**src/rtl/truth_table_sweeper.sv**
```systemverilog
// truth_table_sweeper: drives all eight {a,b,c} combinations into a downstream
// 3-input combinational block, holds each for HOLD_CYCLES cycles, samples y at
// the end of each hold window, and compares the captured table against EXPECT.
module truth_table_sweeper #(
    parameter int unsigned HOLD_CYCLES = 10,
    parameter logic [7:0]  EXPECT      = 8'h00
) (
    input  logic       i_clk,
    input  logic       i_reset,
    input  logic       i_start,
    input  logic       i_y,
    output logic       o_a,
    output logic       o_b,
    output logic       o_c,
    output logic       o_busy,
    output logic       o_done,
    output logic [7:0] o_table_out,
    output logic       o_valid,
    output logic       o_mismatch,
    output logic [3:0] o_err_count
);

    localparam logic [1:0] S_IDLE   = 2'd0;
    localparam logic [1:0] S_RUN    = 2'd1;
    localparam logic [1:0] S_FINISH = 2'd2;

    localparam logic [7:0] HOLD_LAST = 8'(HOLD_CYCLES - 1);

    logic [1:0] r_state;
    logic [2:0] r_index;
    logic [7:0] r_hold;
    logic [2:0] r_abc;
    logic       r_busy;
    logic       r_done;
    logic [7:0] r_table;
    logic       r_valid;
    logic       r_mismatch;
    logic [3:0] r_err_count;

    logic       w_last_hold;
    logic [3:0] w_err_next;

    function automatic logic [3:0] popcount8(input logic [7:0] v);
        logic [3:0] n;
        n = '0;
        for (int unsigned i = 0; i < 8; i++) begin
            n = n + {3'b000, v[i]};
        end
        return n;
    endfunction

    // End-of-hold detect and error count of the captured table against EXPECT
    always_comb begin
        w_last_hold = (r_hold == HOLD_LAST);
        w_err_next  = popcount8(r_table ^ EXPECT);
    end

    // Sweep sequencer: stimulus, hold timing, capture and final comparison
    always_ff @(posedge i_clk) begin
        if (i_reset) begin
            r_state     <= S_IDLE;
            r_index     <= '0;
            r_hold      <= '0;
            r_abc       <= '0;
            r_busy      <= 1'b0;
            r_done      <= 1'b0;
            r_table     <= '0;
            r_valid     <= 1'b0;
            r_mismatch  <= 1'b0;
            r_err_count <= '0;
        end else begin
            r_done <= 1'b0;
            case (r_state)
                S_IDLE: begin
                    r_abc  <= '0;
                    r_busy <= 1'b0;
                    if (i_start) begin
                        r_index     <= '0;
                        r_hold      <= '0;
                        r_table     <= '0;
                        r_valid     <= 1'b0;
                        r_mismatch  <= 1'b0;
                        r_err_count <= '0;
                        r_busy      <= 1'b1;
                        r_state     <= S_RUN;
                    end
                end
                S_RUN: begin
                    if (w_last_hold) begin
                        r_table[r_index] <= i_y;
                        r_hold           <= '0;
                        if (r_index == 3'd7) begin
                            // Outputs are registered, so FINISH's done/busy/abc
                            // values are loaded on the edge that enters it.
                            r_abc   <= '0;
                            r_busy  <= 1'b0;
                            r_done  <= 1'b1;
                            r_state <= S_FINISH;
                        end else begin
                            r_index <= r_index + 3'd1;
                            r_abc   <= r_index + 3'd1;
                        end
                    end else begin
                        r_hold <= r_hold + 8'd1;
                    end
                end
                S_FINISH: begin
                    r_valid     <= 1'b1;
                    r_mismatch  <= (r_table != EXPECT);
                    r_err_count <= w_err_next;
                    r_state     <= S_IDLE;
                end
                default: begin
                    r_state <= S_IDLE;
                end
            endcase
        end
    end

    assign {o_a, o_b, o_c} = r_abc;
    assign o_busy          = r_busy;
    assign o_done          = r_done;
    assign o_table_out     = r_table;
    assign o_valid         = r_valid;
    assign o_mismatch      = r_mismatch;
    assign o_err_count     = r_err_count;

endmodule

```
**config.mk**
```make
export PLATFORM = sky130hd
export DESIGN_NAME = truth_table_sweeper
export DESIGN_NICKNAME = d
export VERILOG_FILES = /design/src/rtl/truth_table_sweeper.sv
export SDC_FILE = /design/constraint.sdc
export NUM_CORES = 1
export LEC_CHECK = 0
export CORE_ASPECT_RATIO = 1.5
export CORE_MARGIN = 2
export CORE_UTILIZATION = 55
export CTS_BUF_LIST = sky130_fd_sc_hd__clkbuf_4 sky130_fd_sc_hd__clkbuf_8
export DETAILED_ROUTE_END_ITERATION = 10
export GPL_ROUTABILITY_DRIVEN = 0
export PLACE_DENSITY_LB_ADDON = 0.08
export SKIP_LAST_GASP = 1
export SYNTH_ARGS = -nofsm -noshare
export SYNTH_HDL_FRONTEND = slang
export SYNTH_SLANG_ARGS = --single-unit
```
**constraint.sdc**
```tcl
create_clock -name i_clk -period 3.11 [get_ports i_clk]
set_input_delay 0.4665 -clock i_clk [delete_from_list [all_inputs] [get_ports i_clk]]
set_output_delay 0.4665 -clock i_clk [all_outputs]
set_load 0.05 [all_outputs]
```
==> results.py <==
metrics = {
    "run_status": {
        "status": "complete, no violations",
    },
    "sta": {
        "final-hold-violation-count": 0,
        "totalNegativeSetupSlack_ps": 0,
        "maximum_frequency_from_static_timing_analysis_mhz": 340,
        "fin_worst_skew_ps": 5.92,
        "slew_viol_final": 0,
        "finalSetupViolations": 0,
        "period_needed_ps": 2940,
        "rsz0062_at_grt": "false",
        "worst_slew_margin_relative_to_its_limit_pct": 60.7,
        "worst_slew_pin_slew_ps": 589,
        "final_min_period_over_clock_period_pct": 94.6,
    },
    "finish": {
        "ratio_of_cells_with_drive_above_1_in_the_final_layout_pct": 8.00,
        "num_antenna_cells": 0,
        "final_net_count": 216,
        "n_fill_cell": 240,
        "multi_input_combinational_cell_area_um2": 893,
        "fin_area_um2": 1940,
        "synthToLayoutAreaGrowth_pct": 19.9,
        "ff_latch_area_um2": 644,
    },
    "synthesis": {
        "postSynthRegisterBits": 32,
        "netlist.top_cell.by_area": "dfxtp_1",
        "ys_dominant_reg_cell": "dfxtp_1",
        "syn-mean-instance-area_um2": 9.06,
        "synth_enable_flop_cells": 0,
        "synthDistinctLibCells": 43,
        "yosys-top-cells-area": "dfxtp_1 (40%), ha_1 (6.2%), a21oi_1 (4.9%)",
        "yosysWarnings": 0,
        "async_reset_ff_share_pct": 0,
        "yosysTopAreaCellShare_pct": 39.5,
        "syn_nets": 195,
        "post_synth_inst_count": 179,
        "ys_seq_area_share_pct": 39.5,
        "synth_area_um2": 1620,
    },
    "global_route": {
        "groute.layer.met3.usage_pct": 5.98,
        "grt_antenna_before_repair": 0,
        "largest_net_degree_at_the_start_of_global_routing": 16,
        "first_global_vias": 1413,
        "grt_first_pass_wirelength_mm": 6.28,
        "met2_usage_pct": 42.6,
        "gr-usage-all-layers_pct": 23.9,
        "grt_met1_use_pct": 25.0,
        "grt.overflow.total": 0,
        "grt.busiest_layer": "met2",
    },
    "floorplanning": {
        "initial_core_util_pct": 56.8,
        "ioPinCount": 23,
        "core.rowCount": 24,
        "fp.dieArea_um2": 3410,
        "floorplan.core_area_um2": 2850,
        "die_w_um": 48.3,
        "chipHeight_um": 70.5,
    },
    "worst_setup_path": {
        "critical_path_class": "reg2reg",
        "max_fo_critical_path": 4,
        "crit_path_end_kind": "register",
        "cp-start-kind": "register",
        "arrival_time_of_data_at_the_critical_path_endpoint_ps": 3120,
        "worstPathRequired_ps": 3290,
    },
    "flow_run": {
        "drv.max_cap_violation_count": 0,
    },
    "clock_network": {
        "worstSkewPairLatency_ps": 280,
        "cts.reportedPaths.clkPinSlew_ps": 60,
        "ctsLongestPathBuffers": 2,
        "cts_root_buffer": "clkbuf_8",
        "post_cts_resized": 0,
        "cts.sinks": 32,
        "cts_tree": "built",
        "htree_levels": 2,
        "postCtsHoldBufs": 0,
        "post_cts.repair.setup_buffers": 0,
        "cts-buffers-inserted": 5,
    },
    "route": {
        "dr_total_vias": 1451,
        "antenna_left": 0,
        "detail_route.drc_violations": 0,
        "drt-total-wl_mm": 3.59,
        "route.detailed.wl_per_inst_um": 15.0,
        "routed_via_density": 6.07,
        "detail_route.first_pass.iterations": 4,
        "first_iter_violations": 36,
    },
    "worst_hold_path": {
        "holdCritPathClass": "reg2reg",
    },
    "power_and_ir_drop": {
        "pwr_per_cell_area_nw_per_um2": 402,
        "p_leak_uw": 0.000715,
        "ir_drop_v": 0.000339,
        "finalPower_uw": 782,
    },
    "placed_design": {
        "hpwl_detailed_mm": 2.68,
        "placed_cell_area_um2": 1860,
        "io_buffer_count": 22,
    },
}
[placed cells by master, fill, tap and decap left out, types with 5 or more instances in the layout]
cell / netlist / routed
a21oi_1: 16 / 16
clkbuf_8: 0 / 5
inv_1: 13 / 13
nand2_1: 10 / 10
dfxtp_1: 32 / 29
o21ai_0: 5 / 5
nand3_1: 6 / 6
nor2_1: 13 / 13
nand4_1: 5 / 5
o41ai_1: 5 / 5
ha_1: 8 / 8
nand2b_1: 9 / 9
clkdlybuf4s50_1: 0 / 22
[worst max-delay path, cell delays in order (launching register included)]
cell and delay (ps):
dfxtp_2 340, fa_1 530, inv_1 50, fa_1 440, fa_1 490, inv_1 40, ha_1 190, fa_1 380
xor2_1 150, a22oi_1 160, nor2_1 50
[Yosys cell counts (4+ instances only)]
library cell,number
a21oi_1,16
o311ai_0,4
buf_2,4
nand3_1,6
nand2b_1,9
clkbuf_1,4
ha_1,8
nor2_1,13
nand2_1,10
nand4_1,5
inv_1,13
o21ai_0,5
fa_1,4
dfxtp_1,32
o41ai_1,5
[worst paths after layout]
path / to / start / slack, ps / cells past startpoint
min reg2reg: r_abc[0] / r_abc[0] / 470 / 2
max: o_err_count[2] / o_table_out[0] / 170 / 10
min: r_abc[0] / r_abc[0] / 470 / 2
max reg2reg: o_err_count[2] / o_table_out[0] / 170 / 10
[power by group]
part           switching (uW)  internal (uW)  total (uW)
Sequential               9.81            417         426
Clock                     144            160         305
Combinational            32.6           18.4        50.9
Total                     187            595         782
[cell families (layout without fill, tap and decap cells)]
group	Yosys count	in the layout	share of synthesized area (%)
xor gates and xnor gates	2	2	1.08
AOI/OAI and AO/OA	54	54	23.1
DFF	32	32	39.5
and+or+nand+nor	56	56	19.2
muxes	1	1	0.617
buffers and inverters	22	43	5.40
adders and majority gates	12	12	11.1
[sequential cells by signal, summed over array words and instances, names as in the netlist]
name / count
o_table_out: 8
r_state: 2
o_valid: 1
o_done: 1
o_mismatch: 1
r_hold: 8
r_abc: 3
o_err_count: 4
r_index: 3
o_busy: 1
[through the flow]
stage	utilization [%]	hold slack, ps	setup slack [ps]	std cells
floorplan	-	457	137	179
global placement	65.3	449	182	232
detailed placement	65.3	459	169	232
CTS	68.2	467	157	239
global route	68.2	498	34.0	239
finish	68.2	465	167	239
[routing by layer]
metal | part of all wire (%) | routed length [um]
met5 | 0 | 0
met4 | 4.0 | 144
met3 | 4.0 | 145
met2 | 54 | 1930
met1 | 38 | 1370
[cell type report]
cell class                 count  share of cell area, %
clock buffer                   6                   3.93
sequential                    32                   33.1
multi-input combinational    125                   45.9
tap                           39                   2.51
inverter                      13                   2.51
timing repair buffer          23                   11.7
clock inverter                 1                  0.257
No activity file was read; power rests on OpenSTA's default activity.
